`src/rtl/seq_det_pkg.sv`:
```
// Shared constants and helpers for the parametrised serial pattern detector.
package seq_det_pkg;

  localparam logic [6:0] DEF_PAT7 = 7'b0111110;

  // Width needed to hold a fill count in the range 0..n.
  function automatic int fill_w(input int n);
    return $clog2(n + 1);
  endfunction

endpackage

```
`src/rtl/seq_det_hist.sv`:
```
// History shift register plus saturating fill counter for seq_detector_param.
// hist_next/fill_next are the post-shift values so the parent can compare them this cycle.
module seq_det_hist
  import seq_det_pkg::*;
#(
  parameter int N = 7,
  localparam int FW = fill_w(N)
) (
  input  logic          clk,
  input  logic          rst,
  input  logic          shift,
  input  logic          bit_in,
  input  logic          clr,
  output logic [N-1:0]  hist_next,
  output logic [FW-1:0] fill_next,
  output logic [N-1:0]  hist,
  output logic [FW-1:0] fill
);

  always_comb begin
    hist_next = hist;
    fill_next = fill;
    if (shift) begin
      hist_next = {hist[N-2:0], bit_in};
      if (fill != FW'(N)) fill_next = fill + FW'(1);
    end
  end

  // clr invalidates the history without touching its contents.
  always_ff @(posedge clk or posedge rst) begin
    if (rst) begin
      hist <= '0;
      fill <= '0;
    end else begin
      hist <= hist_next;
      fill <= clr ? '0 : fill_next;
    end
  end

endmodule

```
`src/rtl/seq_detector_param.sv`:
```
// Serial pattern detector with runtime pattern/mask and registered Moore match flag w.
// Define SEQDET_COUNT_EN to add the saturating match counter and its count port.
module seq_detector_param
  import seq_det_pkg::*;
#(
  parameter int             N        = 7,
  parameter logic [N-1:0]   DEF_PAT  = N'(DEF_PAT7),
  parameter logic [N-1:0]   DEF_MASK = {N{1'b1}},
  parameter int             CNT_W    = 8
) (
  input  logic             clk,
  input  logic             rst,
  input  logic             en,
  input  logic             j,
  input  logic             load,
  input  logic [N-1:0]     pat_in,
  input  logic [N-1:0]     mask_in,
  input  logic             overlap,
  output logic             w
`ifdef SEQDET_COUNT_EN
  ,
  output logic [CNT_W-1:0] count
`endif
);

  localparam int FW = fill_w(N);

  logic [N-1:0]  pat;
  logic [N-1:0]  mask;
  logic [N-1:0]  hist_next;
  logic [FW-1:0] fill_next;
  logic [N-1:0]  hist;
  logic [FW-1:0] fill;
  logic          shift;
  logic          match;
  logic          clr;

  // load wins over en, so a bit presented with load is never shifted in.
  assign shift = en & ~load;
  assign match = shift && (((hist_next ^ pat) & mask) == '0) && (fill_next == FW'(N));
  assign clr   = load | (match & ~overlap);

  seq_det_hist #(.N(N)) u_hist (
    .clk       (clk),
    .rst       (rst),
    .shift     (shift),
    .bit_in    (j),
    .clr       (clr),
    .hist_next (hist_next),
    .fill_next (fill_next),
    .hist      (hist),
    .fill      (fill)
  );

  always_ff @(posedge clk or posedge rst) begin
    if (rst) begin
      pat  <= DEF_PAT;
      mask <= DEF_MASK;
      w    <= 1'b0;
    end else begin
      w <= match;
      if (load) begin
        pat  <= pat_in;
        mask <= mask_in;
      end
    end
  end

`ifdef SEQDET_COUNT_EN
  always_ff @(posedge clk or posedge rst) begin
    if (rst) begin
      count <= '0;
    end else if (match && (count != {CNT_W{1'b1}})) begin
      count <= count + CNT_W'(1);
    end
  end
`endif

endmodule
```
`config.mk`:
```
export PLATFORM = sky130hd
export DESIGN_NAME = seq_detector_param
export DESIGN_NICKNAME = d
export VERILOG_FILES = /design/src/rtl/seq_det_pkg.sv /design/src/rtl/seq_det_hist.sv /design/src/rtl/seq_detector_param.sv
export SDC_FILE = /design/constraint.sdc
export NUM_CORES = 1
export LEC_CHECK = 0
export BUFFER_PORTS_ARGS = -buffer_cell sky130_fd_sc_hd__buf_4
export CAP_MARGIN = 20
export CORE_UTILIZATION = 45
export DETAILED_ROUTE_END_ITERATION = 10
export PLACE_DENSITY = 0.69
export SYNTH_ARGS = -nofsm -noshare
export SYNTH_HDL_FRONTEND = slang
export SYNTH_SLANG_ARGS = --single-unit
export TNS_END_PERCENT = 100
```
`constraint.sdc`:
```
create_clock -name clk -period 1.6 [get_ports clk]
set_input_delay 0.08 -clock clk [delete_from_list [all_inputs] [get_ports clk]]
set_output_delay 0.08 -clock clk [all_outputs]
set_load 0.05 [all_outputs]
```
==> results of run 1 <==
## stage by stage
stage / setup TNS, ns / power (uW)
after floorplan: -0.250 / 1070
after global placement: -0.378 / 1160
after detailed placement: -0.608 / 1180
after CTS: -0.445 / 1490
after global routing: -0.974 / 1570
final: -0.408 / 1480
## power by group through the flow
stage | Sequential (uW) | Clock [uW] | Combinational, uW
floorplan | 812 | 0 | 260
global placement | 827 | 0 | 337
detailed placement | 832 | 0 | 346
CTS | 820 | 292 | 378
global route | 838 | 301 | 431
finish | 821 | 271 | 385
## cells by family after synthesis
family	after synthesis
simple gates	14
xor+xnor	7
fa+ha+maj	1
buf+inv	7
flops	25
compound gates	4
mux	26
## cells in the mapped netlist (all sizes together) (2+ instances only)
master,count
dfrtp,13
xnor2,3
mux2,18
buf,2
mux2i,8
xor2,4
nor3,3
inv,4
a22oi,2
nand2b,2
dfstp,12
nand2,5
## critical path, cell delays in order, from the launching register on
cell	delay, ns
dfrtp_1	0.43
ha_4	0.28
mux2i_1	0.06
mux2i_1	0.13
nand3_1	0.13
a2111oi_4	0.23
and4b_2	0.31
nor3_1	0.06
## worst paths after layout
check | from | end | slack, ns | cells past startpoint
max | u_hist.fill[1] | u_hist.fill[2] | -0.14 | 7
min | j | u_hist.hist[0] | 0.02 | 3
max reg2reg | u_hist.fill[1] | u_hist.fill[2] | -0.14 | 7
min reg2reg | u_hist.hist[6] | u_hist.hist[6] | 0.53 | 2
max in group asynchronous | rst | mask[4] | 0.95 | 4
min in group asynchronous | rst | pat[0] | 0.36 | 4
## state kept, by name (all words and copies together), names as in the netlist
signal       count
mask             7
pat              7
u_hist.hist      7
u_hist.fill      3
w                1
## area by class of cell
type | count | share of cell area
well taps | 28 | 0.0221
inverters | 4 | 0.00946
clock buffers | 4 | 0.0166
multi-input cells | 52 | 0.316
flip-flops and latches | 25 | 0.404
repair buffers | 44 | 0.232
## metal layers
metal	vias to the layer above	GRT usage	part of all wire	routed length, um
li1	377	-	-	-
met4	0	0.0658	0	0
met3	0	0.0290	0.029	62
met5	-	0	0	0
met2	14	0.344	0.52	1110
met1	386	0.222	0.45	973
## repair_timing
| item | 4_1_cts | 5_1_grt |
|---|---|---|
| pin swaps | 2 | 0 |
| setup buffers | 1 | 0 |
| endpoints found under the hold margin | 27 | 0 |
| endpoints found under the setup margin | 4 | 4 |
| gates cloned | 0 | 0 |
| hold buffers | 15 | 0 |
| resized for setup | 0 | 2 |
==> results.cfg, run 1 <==
[outcome]
outcome = complete, but fails checks
violations = negative setup slack

[clock_network]
clock_path_buffers = 2
root_buffer = clkbuf_4
tritoncts = done
clock-sinks = 25
htree_levels = 1
clk_pin_slew_ns = 0.13
insertion_delay_ns = 0.31
cts_made_buffers = 3

[cells_and_area]
fin_area_um2 = 1590
nets = 151
register_area_um2 = 641
post_route_cells_drive_above_1_share = 0.512
fin_cells = 157
diodes = 0
fillers = 175
multi_input_area_um2 = 502
layout_commonest_cell = buf_4
mostFrequentLayoutCells = 29 x buf_4, 16 x mux2_2, 15 x dlygate4sd3_1, 13 x dfrtp_1, 12 x dfstp_2
final_util = 0.684
area_delta_synth_final_pct = 37.5

[yosys]
yosys_warnings = 0
netlist_area_um2 = 1150
muxShareOfSynthArea = 0.248
synth_edf_count = 0
synth_area_leaders = dfrtp_1 28%, dfstp_2 27%, mux2_2 17%
synth_xor_area_frac = 0.0531
synth_cell_type_count = 21
synth_top_cell_area_share = 0.282
yosys.area.top_type = dfrtp_1
synth_adder_area_share = 0.0108
yosys.area_share.simple = 0.0662
synth_top_family_by_area = multiplexers
synth.yosys.seq_area_share = 0.555
syn_area_per_cell_um2 = 13.7
syn_nets = 105
synth_compound_area_frac = 0.0304
async_reset_ff_frac = 1.00
ys_ff_latch = 25
synth_flop_cell = dfrtp_1
syn_inst = 84

[power_and_ir_drop]
irDropWorstVdd_mv = 0.688
pwr-share-comb = 0.261
seqPwrFrac = 0.556
clkPwrFrac = 0.184
p_sw_frac = 0.267
leakagePower_uw = 0.000709
p_int_uw = 1080
switching_power_uw = 395
power.density_nw_per_um2 = 931

[grt]
grt_pass1_vias = 894
track_usage = 0.189
overflow = 0
grt_max_degree = 26
grt_pass1_wl_um = 3770
antenna_found_initial = 0

[worst_setup_path]
path_max_fanout = 3
start_kind = flip-flop
cp.required_ns = 1.80
end_kind = flip-flop
worstPathArrival_ns = 1.94
worst-setup-path-type = reg2reg

[die]
initial_core_util = 0.498
rows = 17
core_area_um2 = 2320
io-pin-count = 21
die_w_um = 52.6
dieArea_um2 = 2770
die_height_um = 52.6

[sta]
period_share = 1.09
drv_slew = 0
fin_ws_ns = -0.142
fmax_ghz = 0.574
fin_crit_ns = 1.74
finClkSkew_ns = 0.00265
setup_violations = 3
hold_slack_ns = 0.0181
rsz0062_at_grt = true
slew_headroom = 0.807
hold_violations = 0
tightest_slew_ns = 0.282

[placement]
placed_cell_area_um2 = 1390
post-place-ws_ns = -0.206
dpl.cell_count = 137
numPortBuffers = 20
gp_congestion = 0.810
post-dp-hpwl_um = 1480

[detailed_routing]
wl_per_cell_um = 13.7
ant_nets = 0
drc = 0
num_vias = 777
routed_wl_um = 2140
viasPerCell = 4.95
dr.first_iter.drc_count = 0
dr.pass1.iters = 1

[job]
maxCapViolations = 0

[worst_hold_path]
hold_path.class = in2reg
No activity file was read; power rests on OpenSTA's default activity.
==> run 2: changes to the inputs <==
Settings changed: PLACE_DENSITY 0.69 to 0.72.
Clock period 1.6 ns to 2.05 ns, I/O delays scaled along.
==> results.cfg, run 2 (synthesized netlist as in run 1, its figures left out) <==
[outcome]
outcome = complete, no violations

[die]
die_height_um = 52.6
dieArea_um2 = 2770
initial_core_util = 0.498
rows = 17
io-pin-count = 21
die_w_um = 52.6
core_area_um2 = 2320

[cells_and_area]
fin_area_um2 = 1390
post_route_cells_drive_above_1_share = 0.527
diodes = 0
area_delta_synth_final_pct = 20.8
layout_commonest_cell = buf_4
mostFrequentLayoutCells = 23 x buf_4, 17 x mux2_2, 13 x dfrtp_1, 12 x dfstp_2, 8 x mux2i_1
fillers = 194
fin_cells = 138
layout_top_registers = mask (7), pat (7), u_hist.hist (7)
nets = 132

[sta]
hold_violations = 0
slew_headroom = 0.768
fmax_ghz = 0.515
period_share = 0.948
tightest_slew_ns = 0.347
setup_violations = 0
fin_tns_setup_ns = 0
finClkSkew_ns = 0.000717
fin_crit_ns = 1.94
drv_slew = 0
hold_slack_ns = 0.0218

[grt]
antenna_found_initial = 0
grt_pass1_vias = 775
overflow = 0
grt_max_degree = 26
track_usage = 0.168
grt_pass1_wl_um = 3290

[power_and_ir_drop]
leakagePower_uw = 0.000626
p_int_uw = 814
pwr-share-comb = 0.237
irDropWorstVdd_mv = 0.488
switching_power_uw = 301
p_sw_frac = 0.270
seqPwrFrac = 0.575
power.density_nw_per_um2 = 799
clkPwrFrac = 0.188
power_uw = 1110

[placement]
numPortBuffers = 20
gp_congestion = 0.742
dpl.cell_count = 132
placed_cell_area_um2 = 1340
post-dp-hpwl_um = 1470

[worst_hold_path]
holdPathEnd = mask[2]
holdPathStages = 2
hold_path.class = in2reg
min_from = mask_in[2]

[clock_network]
cts_made_buffers = 3
clock-sinks = 25
root_buffer = clkbuf_4
htree_levels = 1
insertion_delay_ns = 0.30
tritoncts = done
clock_path_buffers = 2
clk_pin_slew_ns = 0.12

[detailed_routing]
drc = 0
viasPerCell = 5.09
routed_wl_um = 1920
dr.pass1.iters = 4
dr.first_iter.drc_count = 14
wl_per_cell_um = 13.9
num_vias = 703
ant_nets = 0

[worst_setup_path]
start_kind = flip-flop
timing.rr.start = u_hist.fill[0]
cp_top_family = simple AND/OR/NAND/NOR gates
cp_slowest_stage_delay_ns = 0.44
path_max_fanout = 3
cp_common_cell = mux2i_1
cp.required_ns = 2.25
worstRegToRegCells = 7
path_cells = ha_1, mux2i_1, mux2i_1, nand3_1, a2111oi_4, and4b_1, nor3_1
worstPathArrival_ns = 2.14
worst-path-buf-inv = 0
end_kind = flip-flop
worst_r2r_endpoint = u_hist.fill[1]
regToRegSetupSlack_ns = 0.11
worst-setup-path-type = reg2reg
slowest_stage = dfrtp_1

[job]
maxCapViolations = 0
run 2: worst max-delay path by stage:
stage | end | slack (ns) | cells after the start | from
floorplan | u_hist.fill[0] | 0.32 | 8 | load
global placement | u_hist.fill[0] | 0.21 | 7 | load
detailed placement | u_hist.fill[1] | 0.12 | 7 | load
CTS | u_hist.fill[1] | 0.10 | 7 | u_hist.fill[0]
global route | u_hist.fill[1] | -0.007 | 7 | u_hist.fill[0]
finish | u_hist.fill[1] | 0.11 | 7 | u_hist.fill[0]
run 2: cell type report:
class / instances / area [um^2] / share of cell area
clock buffers: 4 / 26.3 / 0.0189
inverters: 4 / 15.0 / 0.0108
multi-input cells: 52 / 484 / 0.347
flip-flops and latches: 25 / 641 / 0.460
repair buffers: 25 / 193 / 0.138
well taps: 28 / 35.0 / 0.0251
run 2: repair_timing:
item / CTS / global route
buffers inserted: 0 / 0
gates resized for setup: 0 / 1
hold buffers: 1 / 1
endpoints found under the setup margin: 0 / 3
endpoints found under the hold margin: 13 / 1
run 2: layer usage:
layer | share of wire | GRT usage | wire length, um | vias to the layer above
li1 | - | - | - | 343
met1 | 0.43 | 0.219 | 830 | 338
met2 | 0.51 | 0.285 | 982 | 18
met5 | 0 | 0 | 0 | -
met3 | 0.037 | 0.0348 | 71 | 4
met4 | 0.018 | 0.0395 | 35 | 0
run 2: through the flow:
step,setup slack (ns),utilization
global route,-0.00659,0.601
global placement,0.209,0.576
floorplan,0.324,-
finish,0.107,0.601
detailed placement,0.116,0.576
CTS,0.102,0.591
run 2: power groups by stage:
stage	clock network [uW]	logic (uW)	registers [uW]
2_1_floorplan	0	195	632
3_5_place_dp	0	255	652
3_3_place_gp	0	249	645
5_1_grt	243	291	652
4_1_cts	220	257	643
6_report	209	264	641
